===== src/rtl/ibex_pkg.sv =====
// Shared FPU issue/writeback types: operation encoding, fclass codes and result entry layout.
package ibex_pkg;

    localparam int unsigned FPU_DEPTH = 2;
    localparam int unsigned FPU_RD_W  = 5;
    localparam int unsigned FPU_XLEN  = 32;

    typedef enum logic [2:0] {
        FP_ADD    = 3'd0,
        FP_SUB    = 3'd1,
        FP_MUL    = 3'd2,
        FP_MINMAX = 3'd3,
        FP_SGNJ   = 3'd4,
        FP_CMP    = 3'd5,
        FP_CLASS  = 3'd6,
        FP_CVT    = 3'd7
    } fp_alu_op_e;

    // One-hot fclass result, bit order as returned in the low bits of rd.
    typedef enum logic [9:0] {
        FCLASS_NEG_INF  = 10'b00_0000_0001,
        FCLASS_NEG_NORM = 10'b00_0000_0010,
        FCLASS_NEG_SUB  = 10'b00_0000_0100,
        FCLASS_NEG_ZERO = 10'b00_0000_1000,
        FCLASS_POS_ZERO = 10'b00_0001_0000,
        FCLASS_POS_SUB  = 10'b00_0010_0000,
        FCLASS_POS_NORM = 10'b00_0100_0000,
        FCLASS_POS_INF  = 10'b00_1000_0000,
        FCLASS_SNAN     = 10'b01_0000_0000,
        FCLASS_QNAN     = 10'b10_0000_0000
    } Classif_e;

    // Result FIFO entry: result in the upper bits, destination index in the lower bits.
    typedef struct packed {
        logic [FPU_XLEN-1:0] result;
        logic [FPU_RD_W-1:0] rd;
    } fpu_res_t;

endpackage


===== src/rtl/fpu_result_fifo.sv =====
// Synchronous result FIFO with push/pop/flush and occupancy count; DEPTH must be a power of two.
module fpu_result_fifo
    import ibex_pkg::*;
#(
    parameter  int unsigned DEPTH = FPU_DEPTH,
    parameter  int unsigned W     = $bits(fpu_res_t),
    localparam int unsigned PTR_W = $clog2(DEPTH),
    localparam int unsigned CNT_W = $clog2(DEPTH + 1)
) (
    input  logic             clk_i,
    input  logic             rst_ni,
    input  logic             flush_i,
    input  logic             push_i,
    input  logic [W-1:0]     data_i,
    input  logic             pop_i,
    output logic [W-1:0]     data_o,
    output logic [CNT_W-1:0] count_o
);

    logic [W-1:0]     r_mem [DEPTH];
    logic [PTR_W-1:0] r_wr_ptr;
    logic [PTR_W-1:0] r_rd_ptr;
    logic [CNT_W-1:0] r_count;

    logic w_push;
    logic w_pop;

    // A pop frees the head slot, so a push into a full FIFO is legal in the same cycle.
    assign w_pop  = pop_i & (r_count != '0);
    assign w_push = push_i & ((r_count != CNT_W'(DEPTH)) | w_pop);

    // Pointer and count update; flush empties the FIFO and overrides push/pop.
    always_ff @(posedge clk_i or negedge rst_ni) begin
        if (!rst_ni) begin
            r_wr_ptr <= '0;
            r_rd_ptr <= '0;
            r_count  <= '0;
        end else if (flush_i) begin
            r_wr_ptr <= '0;
            r_rd_ptr <= '0;
            r_count  <= '0;
        end else begin
            if (w_push) begin
                r_wr_ptr <= r_wr_ptr + PTR_W'(1);
            end
            if (w_pop) begin
                r_rd_ptr <= r_rd_ptr + PTR_W'(1);
            end
            r_count <= r_count + CNT_W'(w_push) - CNT_W'(w_pop);
        end
    end

    // Storage; cleared on reset so the head reads as zero until the first write.
    always_ff @(posedge clk_i or negedge rst_ni) begin
        if (!rst_ni) begin
            for (int unsigned i = 0; i < DEPTH; i++) begin
                r_mem[i] <= '0;
            end
        end else if (w_push && !flush_i) begin
            r_mem[r_wr_ptr] <= data_i;
        end
    end

    assign data_o  = r_mem[r_rd_ptr];
    assign count_o = r_count;

endmodule


===== src/rtl/fpu_issue_wb.sv =====
// Issue/writeback stage around the combinational bf16 FPU: execute register, result FIFO, WAW scoreboard.
module fpu_issue_wb
    import ibex_pkg::*;
#(
    parameter  int unsigned DEPTH = FPU_DEPTH,
    parameter  int unsigned RD_W  = FPU_RD_W,
    localparam int unsigned NREG  = 32'(1) << RD_W,
    localparam int unsigned ENT_W = 32 + RD_W,
    localparam int unsigned CNT_W = $clog2(DEPTH + 1)
) (
    input  logic            clk_i,
    input  logic            rst_ni,
    input  logic            flush_i,

    input  logic            req_valid_i,
    output logic            req_ready_o,
    input  fp_alu_op_e      req_op_i,
    input  logic [31:0]     req_a_i,
    input  logic [31:0]     req_b_i,
    input  logic [1:0]      req_mode_i,
    input  logic [RD_W-1:0] req_rd_i,

    output fp_alu_op_e      fpu_operator_o,
    output logic [31:0]     fpu_operand_a_o,
    output logic [31:0]     fpu_operand_b_o,
    output logic [1:0]      fpu_mode_o,
    input  logic [31:0]     fpu_result_i,

    output logic            wb_valid_o,
    input  logic            wb_ready_i,
    output logic [31:0]     wb_result_o,
    output logic [RD_W-1:0] wb_rd_o,

    output logic [NREG-1:0] pend_mask_o,
    output logic            busy_o
);

    logic             r_e_valid;
    fp_alu_op_e       r_e_op;
    logic [31:0]      r_e_a;
    logic [31:0]      r_e_b;
    logic [1:0]       r_e_mode;
    logic [RD_W-1:0]  r_e_rd;
    logic [NREG-1:0]  r_pend_mask;

    logic [NREG-1:0]  w_pend_nxt;
    logic [CNT_W-1:0] w_count;
    logic [ENT_W-1:0] w_push_data;
    logic [ENT_W-1:0] w_head;
    logic             w_fifo_nonempty;
    logic             w_fifo_room;
    logic             w_wb_pop;
    logic             w_e_adv;
    logic             w_accept;

    assign w_fifo_nonempty = (w_count != '0);
    assign w_fifo_room     = (w_count < CNT_W'(DEPTH));
    assign w_wb_pop        = w_fifo_nonempty & wb_ready_i;
    assign w_e_adv         = r_e_valid & (w_fifo_room | w_wb_pop);

    // WAW stall on any pending rd, no bypass; E must be empty or moving on this cycle.
    assign req_ready_o = ~flush_i & ~r_pend_mask[req_rd_i] & (~r_e_valid | w_e_adv);
    assign w_accept    = req_valid_i & req_ready_o;

    // Execute register: loads on accept, clears when its op moves into the FIFO, flush kills it.
    always_ff @(posedge clk_i or negedge rst_ni) begin
        if (!rst_ni) begin
            r_e_valid <= 1'b0;
            r_e_op    <= FP_ADD;
            r_e_a     <= '0;
            r_e_b     <= '0;
            r_e_mode  <= '0;
            r_e_rd    <= '0;
        end else if (flush_i) begin
            r_e_valid <= 1'b0;
            r_e_op    <= FP_ADD;
            r_e_a     <= '0;
            r_e_b     <= '0;
            r_e_mode  <= '0;
            r_e_rd    <= '0;
        end else if (w_accept) begin
            r_e_valid <= 1'b1;
            r_e_op    <= req_op_i;
            r_e_a     <= req_a_i;
            r_e_b     <= req_b_i;
            r_e_mode  <= req_mode_i;
            r_e_rd    <= req_rd_i;
        end else if (w_e_adv) begin
            r_e_valid <= 1'b0;
            r_e_op    <= FP_ADD;
            r_e_a     <= '0;
            r_e_b     <= '0;
            r_e_mode  <= '0;
            r_e_rd    <= '0;
        end
    end

    // Scoreboard next state: retire the popped rd, mark the accepted rd (x0 is never tracked).
    always_comb begin
        w_pend_nxt = r_pend_mask;
        if (w_wb_pop) begin
            w_pend_nxt[wb_rd_o] = 1'b0;
        end
        if (w_accept && (req_rd_i != '0)) begin
            w_pend_nxt[req_rd_i] = 1'b1;
        end
    end

    // Scoreboard register.
    always_ff @(posedge clk_i or negedge rst_ni) begin
        if (!rst_ni) begin
            r_pend_mask <= '0;
        end else if (flush_i) begin
            r_pend_mask <= '0;
        end else begin
            r_pend_mask <= w_pend_nxt;
        end
    end

    assign w_push_data = {fpu_result_i, r_e_rd};

    fpu_result_fifo #(
        .DEPTH (DEPTH),
        .W     (ENT_W)
    ) u_result_fifo (
        .clk_i   (clk_i),
        .rst_ni  (rst_ni),
        .flush_i (flush_i),
        .push_i  (w_e_adv),
        .data_i  (w_push_data),
        .pop_i   (w_wb_pop),
        .data_o  (w_head),
        .count_o (w_count)
    );

    assign fpu_operator_o  = r_e_op;
    assign fpu_operand_a_o = r_e_a;
    assign fpu_operand_b_o = r_e_b;
    assign fpu_mode_o      = r_e_mode;

    assign wb_valid_o  = w_fifo_nonempty;
    assign wb_result_o = w_head[ENT_W-1 -: 32];
    assign wb_rd_o     = w_head[RD_W-1:0];
    assign pend_mask_o = r_pend_mask;
    assign busy_o      = r_e_valid | w_fifo_nonempty;

    // Head must hold while writeback stalls it.
    a_head_stable: assert property (@(posedge clk_i) disable iff (!rst_ni)
        (wb_valid_o && !wb_ready_i && !flush_i) |=> (wb_valid_o && $stable(wb_result_o) && $stable(wb_rd_o)));

    // The WAW stall rules out setting and clearing the same scoreboard bit together.
    a_no_set_clr: assert property (@(posedge clk_i) disable iff (!rst_ni)
        !(w_accept && w_wb_pop && (req_rd_i == wb_rd_o) && (req_rd_i != '0)));

endmodule


===== config.mk =====
export PLATFORM = sky130hd
export DESIGN_NAME = fpu_issue_wb
export DESIGN_NICKNAME = d
export VERILOG_FILES = /design/src/rtl/ibex_pkg.sv /design/src/rtl/fpu_result_fifo.sv /design/src/rtl/fpu_issue_wb.sv
export SDC_FILE = /design/constraint.sdc
export NUM_CORES = 1
export LEC_CHECK = 0
export BUFFER_PORTS_ARGS = -buffer_cell sky130_fd_sc_hd__buf_2
export CAP_MARGIN = 20
export CORE_ASPECT_RATIO = 0.6
export CORE_UTILIZATION = 47
export CTS_CLUSTER_SIZE = 25
export DETAILED_ROUTE_END_ITERATION = 16
export GPL_TIMING_DRIVEN = 0
export HOLD_SLACK_MARGIN = 0.02
export PLACE_DENSITY_LB_ADDON = 0.12
export SKIP_CTS_REPAIR_TIMING = 1
export SLEW_MARGIN = 30
export SYNTH_ARGS = -nofsm -noshare
export SYNTH_HDL_FRONTEND = slang
export SYNTH_SLANG_ARGS = --single-unit

===== constraint.sdc =====
create_clock -name clk_i -period 2.1 [get_ports clk_i]
set_input_delay 0.105 -clock clk_i [delete_from_list [all_inputs] [get_ports clk_i]]
set_output_delay 0.105 -clock clk_i [all_outputs]
set_load 0.05 [all_outputs]

# Word level (Yosys, flattened, before mapping)
# Index checks and enable logic that the tools add are counted.
# word_totals
output_inout_bits,141
word_cells,92
register_bits,185
input_bits,111
# op_classes
muxes,37
eq_ne,1
magnitude_cmp,8
n_reduce_logical,11
bitwise,19
n_addsub,4
# op_table
cell,count
32-bit 2-to-1 mux,8
37-bit 2-to-1 mux,4
74-bit bitwise mux,1
37-bit demux with 1-bit select,1
32-bit AND,1
32-bit NOT,1
32-bit bitwise OR,1
5-bit 2-to-1 mux,3
5-bit by 6-bit less-than comparator with 1-bit output (second input constant),2
1-bit demux with 5-bit select,2
5-bit by 1-bit >= comparator with 1-bit output (second input constant),2
1-bit 2-to-1 mux,10
3-bit 2-to-1 mux,3
2-bit 2-to-1 mux,4
1-bit AND,7
2-bit nonzero test,3
1-bit binary-select mux with 5-bit select,1
1-bit logical AND,5
5-bit nonzero test,1
2-bit >= comparator (second input constant),2
1-bit NOT with 2-bit output,2
1-bit bitwise OR,4
1-bit NOT,3
3-bit nonzero test,1
other kinds (7),8

# Depth between registers and ports, before layout
# Gate-level depths: netlist of the first run.
# depth
word_depth,14
mapped_depth,11
mapped_depth_nobuf,8

# By module
# A second synthesis of the first run with hierarchy kept.
# unflattened
hier_cells,723
hier_area_um2,8717.1
# by_module_without_submodules
mod,cells_each,seq_area_each_um2,n_inst,area_per_inst_um2
fpu_issue_wb,504,2677.6,1,5191.2
fpu_result_fifo,219,1951.9,1,3525.9

# Worst setup path before layout of the first run
# No wires, ideal clock.
# synth_path
path_kind,reg-to-reg
startpoint,reg r_pend_mask[15] (netlist: pend_mask_o[15])
endpoint,reg r_e_mode[0] (netlist: fpu_mode_o[0])
path_stages_with_launch,9
period_less_slack_ns,2.314
arrival_time_ns,2.190
setup_slack_ns,-0.214
required_time_ns,1.976
setup_ns,0.124
path_cell_list,dfrtp_1 -> mux4_2 -> a32o_1 -> a311oi_2 -> nand3_1 -> buf_2 -> buf_6 -> buf_6 -> mux2i_1
# synth_via
elab_chain_len,8
elab_cells_between_ends,9
cone_classes,mux: 4; bitwise: 4; reduce/logical: 1
# synth_lines
item,line,text
from (decl),fpu_issue_wb.sv:44,logic [NREG-1:0] r_pend_mask;
from (signal assigned),fpu_issue_wb.sv:116,r_pend_mask <= w_pend_nxt;
1-bit binary-select mux with 5-bit select (*),fpu_issue_wb.sv:62,assign req_ready_o = ~flush_i & ~r_pend_mask[req_rd_i] & (~r_e_valid | w_e_adv);
1-bit 2-to-1 mux (implied by the code) (*),fpu_issue_wb.sv:62,
1-bit NOT (*),fpu_issue_wb.sv:62,
1-bit AND (*) (2 in a row),fpu_issue_wb.sv:62,
1-bit AND (*),fpu_issue_wb.sv:63,assign w_accept = req_valid_i & req_ready_o;
2-bit 2-to-1 mux,fpu_issue_wb.sv:81,end else if (w_accept) begin
2-bit 2-to-1 mux,fpu_issue_wb.sv:74,end else if (flush_i) begin
to (signal assigned),fpu_issue_wb.sv:86,r_e_mode <= req_mode_i;
to (decl),fpu_issue_wb.sv:42,logic [1:0] r_e_mode;
# Mark *: on every way between the ends. The rest lies on a longest branch, timed or not. The select of a mux whose other input is x is not followed.
# A chain may end at the register's enable or synchronous reset.

# Final worst setup path of the first run
# layout_path
startpoint,reg r_pend_mask[3] (netlist: pend_mask_o[3])
endpoint,reg r_e_b[25] (netlist: fpu_operand_b_o[25])
# layout_via
elab_chain_len,8
elab_cells_between_ends,9
cone_classes,mux: 4; bitwise: 4; reduce/logical: 1
# layout_lines
item,line,text
1-bit binary-select mux with 5-bit select (*),fpu_issue_wb.sv:62,
1-bit 2-to-1 mux (implied by the code) (*),fpu_issue_wb.sv:62,
1-bit NOT (*),fpu_issue_wb.sv:62,
1-bit AND (*) (2 in a row),fpu_issue_wb.sv:62,
1-bit AND (*),fpu_issue_wb.sv:63,
32-bit 2-to-1 mux,fpu_issue_wb.sv:81,
32-bit 2-to-1 mux,fpu_issue_wb.sv:74,
to (signal assigned),fpu_issue_wb.sv:85,r_e_b <= req_b_i;
to (decl),fpu_issue_wb.sv:41,logic [31:0] r_e_b;
# Marks and branches as above.

==> qor.yml, run 1 <==
r2r_cells: 7
routed_wl_mm: 24.2
detail_route.wl_per_cell_um: 17.5
ys_types: 33
pwr-share-seq_pct: 35.5
pre_cts_ws_ps: -450
worst_ep_arrival_time_ps: 2680
yosys.area.top_type: "dfrtp_1"
grt_overflow: 0
cts.sinks: 185
max_freq_mhz: 424
dp_hpwl_mm: 16.1
core_um2: 17500
ys_warn_count: 0
required_ps: 2420
syn2layout_area_growth_pct: 45.9
vias: 7032
root_buffer: "clkbuf_16"
synth_area_leaders: "dfrtp_1 54%, mux2_2 15%, mux2i_1 9.5%, nand2_1 5.3%, inv_1 3.6%"
ir_drop_v: 0.000586
gp_congestion: 0.911
synth_enable_flop_cells: 0
p_per_area_nw_per_um2: 1020
viasPerCell: 5.09
drive_above_1_share_pct: 42.6
status: "finished with violations"
nets: 1247
grt_pass1_wl_mm: 34.9
numCtsBuffers: 17
grt_start_max_net_pins: 73
path_max_fanout: 10
combPwrFrac_pct: 37.9
synth_top_flop_cell: "dfrtp_1"
dieArea_um2: 18800
drv_slew: 0
final_util_pct: 71.5
cts_tree: "yes"
async_flop_share_pct: 100
violations: "negative setup slack"
yosys-top-cells-count: "185 x dfrtp_1, 120 x nand2_1, 112 x mux2_2, 82 x inv_1, 81 x mux2i_1"
hold_viol: 0
setup_ws_ps: -260
cts_max_path_buffers: 2
drt_iter0_markers: 414
yosysTopAreaCellShare_pct: 54.0
antenna_found_initial: 0
start_kind: "flop"
syn_area_per_cell_um2: 11.5
synthesis.nets: 859
hold_depth: 3
min_path_type: "input pin to flop"
crit_type: "flop to flop"
cap_violations: 0
syn_inst: 746
grt_use_total_pct: 24.2
rsz0062_at_grt: "yes"
placed_cell_area_um2: 10200
path_clk_slew_ps: 80
cp-end-kind: "flop"
clk_latency_ps: 430
htreeDepth: 4
power.switching_uw: 5080
worst_pin_slew_ps: 882
intPower_uw: 7690
antenna_cells: 0
skew_ps: 17.0
ant_nets: 0
power.total_uw: 12800
fin_crit_sh_pct: 112
synth.most_common_cell: "dfrtp_1"
switching_share_pct: 39.8
initial_utilization_pct: 49.0
leakage_uw: 0.00665
p_clk_share_pct: 26.6
nFillCells: 1272
grt_pass1_vias: 6570
ios: 252
finalCriticalPeriod_ps: 2360
yosysSeqAreaShare_pct: 54.0
timing.slew.headroom_pct: 41.0
drt_pass1_iterations: 7
setup_viol: 107
drc: 0
ys_ff_latch: 185
rows: 37
synthesis.area_um2: 8580
die_w_um: 176
port_buffers: 248
die_h_um: 107
final_area_um2: 12500
-- kinds of logic (layout without fill, tap and decap cells) --
family	Yosys count	count (layout)	share of synthesized area, %
DFF	185	185	54.0
adders and majority gates	2	2	0.292
AOI/OAI and AO/OA	41	41	3.66
buffers and inverters	122	523	5.98
and+or+nand+nor	195	195	10.5
xor gates and xnor gates	4	4	0.409
muxes	197	197	25.2
-- worst paths after layout --
path	start	to	slack [ps]
worst max-delay path	pend_mask_o[3]	fpu_operand_b_o[25]	-260
worst min-delay path	req_rd_i[3]	pend_mask_o[4]	30
worst max register to register	pend_mask_o[3]	fpu_operand_b_o[25]	-260
max in group asynchronous	rst_ni	pend_mask_o[0]	1200
worst min register to register	u_result_fifo.r_mem[21]	u_result_fifo.r_mem[21]	500
min in group asynchronous	rst_ni	fpu_operand_b_o[9]	160
-- placed cells by master, fill, tap and decap left out, drive strengths merged, types with 20 or more instances in the layout --
| cell | instances |
|---|---|
| buf | 278 |
| clkbuf | 45 |
| dfrtp | 185 |
| dlygate4sd3 | 103 |
| inv | 93 |
| mux2 | 112 |
| mux2i | 81 |
| nand2 | 120 |
| nand3b | 31 |
| nor2 | 20 |
| o31ai | 32 |
-- metal layers --
metal | global-route usage (%) | vias to the layer above | wire, µm
met3 | 9.57 | 22 | 1970
met1 | 33.6 | 3492 | 10800
met2 | 35.5 | 234 | 11100
met4 | 5.67 | 0 | 274
li1 | - | 3284 | -
met5 | 0 | - | 0
-- per-stage QoR --
stage	TNS (ps)	std cells	hold WS, ps
floorplan	-6250	746	-191
global placement	-426400	1228	337
detailed placement	-33650	1230	33.7
CTS	-51130	1262	-437
global route	-24070	1381	39.8
finish	-18610	1381	30.4
-- flip-flops by register name, indices dropped and copies added, names as in the netlist --
register                count
fpu_operand_b_o            32
u_result_fifo.r_rd_ptr      1
u_result_fifo.r_mem        74
r_e_valid                   1
u_result_fifo.count_o       2
fpu_operator_o              3
fpu_mode_o                  2
pend_mask_o                32
r_e_rd                      5
fpu_operand_a_o            32
u_result_fifo.r_wr_ptr      1
-- worst max-delay path: stages (launching register included) --
cell and delay [ps]:
dfrtp_2 420, mux4_2 520, a32o_2 260, a311oi_2 220
nand3_1 140, buf_6 180, clkbuf_4 230, mux2i_1 270
-- power by group through the flow --
stage	sequential, µW	combinational, µW	clock (µW)
3_3_place_gp	4570	4460	0
6_report	4530	4840	3400
5_1_grt	4620	5090	3640
3_5_place_dp	4570	4530	0
2_1_floorplan	4850	3110	0
4_1_cts	4520	4530	3470
-- final cells by class --
class / count / area (µm²) / share of cell area (%)
plain buffers: 40 / 338 / 2.70
clock buffers: 17 / 425 / 3.40
inverters: 82 / 308 / 2.46
flip-flops and latches: 185 / 4640 / 37.1
repair buffers: 369 / 2500 / 20.0
well taps: 234 / 293 / 2.34
clock inverters: 15 / 196 / 1.57
multi-input cells: 439 / 3810 / 30.5
No activity file was read; power rests on OpenSTA's default activity.
==> inputs of run 2 (changes only) <==
--- a/config.mk
+++ b/config.mk
@@ -15,6 +15,7 @@
 export HOLD_SLACK_MARGIN = 0.02
 export PLACE_DENSITY_LB_ADDON = 0.12
 export SKIP_CTS_REPAIR_TIMING = 1
+export SKIP_LAST_GASP = 1
 export SLEW_MARGIN = 30
 export SYNTH_ARGS = -nofsm -noshare
 export SYNTH_HDL_FRONTEND = slang
==> run 2 against run 1 <==
Net effect: the flow still finishes with violations (negative setup slack); hold slack improved by 4.2 ps; clock power barely moved; clock skew barely moved; register-to-register slack barely moved; die area did not move; core utilization fell by 0.25 points; sequential power barely moved; via count fell by 0.61%; critical path depth did not move; critical path type unchanged; highest routed layer unchanged.
==> qor.yml, run 2 (same netlist as run 1, synthesis figures left out) <==
status: "finished with violations"
violations: "negative setup slack"
start_kind: "flop"
syn2layout_area_growth_pct: 45.4
crit_type: "flop to flop"
drt_iter0_markers: 423
dp_hpwl_mm: 16.1
leakage_uw: 0.00664
grt_start_max_net_pins: 73
gp_congestion: 0.911
finalCriticalPeriod_ps: 2360
final_area_um2: 12500
drv_slew: 0
rows: 37
path_max_fanout: 10
antenna_found_initial: 0
routed_wl_mm: 24.1
antenna_cells: 0
min_path_type: "input pin to flop"
grt_pass1_wl_mm: 34.9
ant_nets: 0
grt_use_total_pct: 24.2
detail_route.wl_per_cell_um: 17.5
largest_reg_flops: 74
vias: 6989
nets: 1247
viasPerCell: 5.06
rsz0062_at_grt: "yes"
drt_pass1_iterations: 5
fin_crit_sh_pct: 112
nFillCells: 1278
htreeDepth: 4
max_freq_mhz: 424
required_ps: 2420
port_buffers: 248
seqCellArea_um2: 4640
timing.slew.headroom_pct: 45.4
whs_ps: 34.6
drc: 0
die_h_um: 107
setup_viol: 107
placed_cell_area_um2: 10200
cts_tree: "yes"
numCtsBuffers: 17
cp-end-kind: "flop"
skew_ps: 17.3
cts.sinks: 185
root_buffer: "clkbuf_16"
p_per_area_nw_per_um2: 1020
drive_above_1_share_pct: 42.5
core_um2: 17500
final_common_cell: "buf_2"
worst_ep_arrival_time_ps: 2670
ir_drop_v: 0.000585
initial_utilization_pct: 49.0
grt_overflow: 0
fin_setup_tns_ps: -19270
largest-register: "u_result_fifo.r_mem"
dieArea_um2: 18800
ios: 252
setup_ws_ps: -257
grt_pass1_vias: 6570
clk_latency_ps: 430
die_w_um: 176
final_cell_mix: "247 x buf_2, 177 x dfrtp_1, 119 x nand2_1"
worst_pin_slew_ps: 816
cts_max_path_buffers: 2
multi_input_area_um2: 3790
hold_viol: 0
pre_cts_ws_ps: -450
cap_violations: 0
path_clk_slew_ps: 80
-- run 2: power breakdown --
part / switching [µW] / total [µW] / internal [µW]
combinational: 3180 / 4830 / 1640
sequential: 332 / 4530 / 4200
clock: 1570 / 3400 / 1840
-- run 2: final timing paths --
check	start	endpoint	slack (ps)	cells after the start
min in group asynchronous	rst_ni	fpu_operand_b_o[19]	160	2
max in group asynchronous	rst_ni	pend_mask_o[0]	1210	3
min	req_rd_i[3]	pend_mask_o[4]	30	3
max reg2reg	pend_mask_o[3]	fpu_operand_b_o[25]	-260	7
min reg2reg	u_result_fifo.r_mem[21]	u_result_fifo.r_mem[21]	510	1
max	pend_mask_o[3]	fpu_operand_b_o[25]	-260	7
-- run 2: per-layer routing --
metal / vias to the layer above / GRT usage, % / wire length [µm]
li1: 3288 / - / -
met1: 3447 / 33.6 / 10800
met2: 232 / 35.5 / 11000
met3: 22 / 9.57 / 2010
met4: 0 / 5.67 / 271
met5: - / 0 / 0
-- run 2: worst max-delay path, cell delays in order, from the launching register on --
cell      delay, ps
dfrtp_2         430
mux4_2          520
a32o_2          260
a311oi_2        220
nand3_1         140
buf_6           180
clkbuf_4        230
mux2i_1         260
-- run 2: cell type report --
type	count	share of cell area, %
flip-flops and latches	185	37.2
multi-input cells	439	30.4
repair buffers	369	20.0
clock buffers	17	3.41
plain buffers	40	2.57
inverters	82	2.47
well taps	234	2.35
clock inverters	15	1.58
-- run 2: metrics by stage --
stage	util [%]	cells	total power (µW)
2_1_floorplan	-	746	7970
3_3_place_gp	58.0	1228	9030
3_5_place_dp	58.3	1230	9100
4_1_cts	61.9	1262	12500
5_1_grt	71.3	1381	13300
6_report	71.3	1381	12800
==> inputs of run 3 (changes only) <==
--- a/config.mk
+++ b/config.mk
@@ -14,6 +14,7 @@
 export GPL_TIMING_DRIVEN = 0
 export HOLD_SLACK_MARGIN = 0.02
 export PLACE_DENSITY_LB_ADDON = 0.12
+export SETUP_SLACK_MARGIN = 0.3
 export SKIP_CTS_REPAIR_TIMING = 1
 export SKIP_LAST_GASP = 1
 export SLEW_MARGIN = 30
==> constraint.sdc (replaced) <==
create_clock -name clk_i -period 2.1 [get_ports clk_i]
set_input_delay 0.315 -clock clk_i [delete_from_list [all_inputs] [get_ports clk_i]]
set_output_delay 0.315 -clock clk_i [all_outputs]
set_load 0.05 [all_outputs]
==> run 3 against run 2 <==
Net effect: the run still ends with negative setup slack left; non-clock buffer count decreased by 96; total power rose by 5.7%; critical path depth fell by 2; clock skew is 1.3 ps higher; flip-flop and latch count unchanged; routed wire length decreased by 5.5%; sequential share of layout area increased by 2.1 points; design area down 5.2%; fmax shrank 5.7%; die area unchanged; final cell count is 6.9% lower; core utilization shrank 3.7 points; critical endpoint is now req_ready_o; largest power group unchanged.
==> qor.yml, run 3 (same netlist as run 1, synthesis figures left out) <==
status: "finished with violations"
violations: "negative setup slack"
setup_ws_ps: -400
path_clk_slew_ps: 80
fin_crit_sh_pct: 119
grt_use_total_pct: 24.0
viasPerCell: 5.09
antenna_found_initial: 3
hold_viol: 0
cap_violations: 0
clk_latency_ps: 420
dp_hpwl_mm: 16.0
largest_reg_flops: 74
rsz0062_at_grt: "yes"
initial_utilization_pct: 49.0
final_util_pct: 67.5
worst_pin_slew_ps: 768
drt_iter0_markers: 487
leakage_uw: 0.00636
worst_ep_arrival_time_ps: 2180
cp-end-kind: "output pin"
ios: 252
crit_type: "flop to output pin"
ant_nets: 0
timing.slew.headroom_pct: 48.6
power.total_uw: 13500
syn2layout_area_growth_pct: 37.8
cts_max_path_buffers: 2
required_ps: 1780
nets: 1151
core_um2: 17500
grt_pass1_wl_mm: 34.8
finalCriticalPeriod_ps: 2500
dieArea_um2: 18800
stdcell_count: 1286
cts.sinks: 185
cts_tree: "yes"
grt_overflow: 0
gp_congestion: 0.910
grt_pass1_vias: 6437
skew_ps: 18.6
drt_pass1_iterations: 5
max_freq_mhz: 400
routed_wl_mm: 22.8
path_max_fanout: 3
drv_slew: 0
ir_drop_v: 0.000538
drive_above_1_share_pct: 47.4
grt_start_max_net_pins: 85
die_w_um: 176
numCtsBuffers: 17
largest-register: "u_result_fifo.r_mem"
whs_ps: 115
min_path_type: "input pin to flop"
final_area_um2: 11800
detail_route.wl_per_cell_um: 17.8
die_h_um: 107
port_buffers: 248
drc: 0
root_buffer: "clkbuf_16"
start_kind: "flop"
setup_viol: 108
final_common_cell: "buf_2"
p_per_area_nw_per_um2: 1140
placed_cell_area_um2: 10200
dp.cells: 1230
rows: 37
vias: 6545
final_cell_mix: "211 x buf_2, 175 x dfrtp_1, 119 x nand2_1"
htreeDepth: 4
run 3: per-layer routing:
metal  GRT usage [%]  share of wire (%)
met1            34.7                 46
met2            34.6                 44
met3            8.30                9.8
met4            5.48               0.70
met5               0              0.074
run 3: final timing paths:
| kind | start | end | depth (start not counted) | slack (ps) |
|---|---|---|---|---|
| min in group asynchronous | rst_ni | u_result_fifo.r_mem[45] | 2 | 370 |
| max | pend_mask_o[15] | req_ready_o | 5 | -400 |
| max reg2reg | pend_mask_o[15] | pend_mask_o[3] | 8 | -270 |
| max in group asynchronous | rst_ni | fpu_operand_a_o[10] | 4 | 650 |
| min reg2reg | u_result_fifo.r_mem[59] | u_result_fifo.r_mem[59] | 1 | 510 |
| min | req_a_i[11] | fpu_operand_a_o[11] | 3 | 120 |
run 3: critical path, stage by stage, from the launching register on:
cell and delay (ps):
dfrtp_2 430, mux4_2 490, a32o_2 280, a311oi_2 220, and2_4 190, buf_8 140
run 3: power breakdown:
group / switching (µW) / internal (µW)
clock: 1560 / 1840
sequential: 348 / 4200
combinational: 3280 / 2250
run 3: through the flow:
stage	setup WS, ps	setup TNS [ps]
5_1_grt	-484	-30990
3_5_place_dp	-411	-45240
6_report	-400	-21000
3_3_place_gp	-2710	-486600
4_1_cts	-546	-43440
2_1_floorplan	-91.3	-6220
run 3: cell type report:
class,count,area (µm²)
flip-flops and latches,185,4640
plain buffers,40,389
clock inverters,15,205
multi-input cells,439,3700
inverters,82,308
well taps,234,293
clock buffers,17,425
repair buffers,273,1850
diodes,1,2.50
fillers,1358,5680
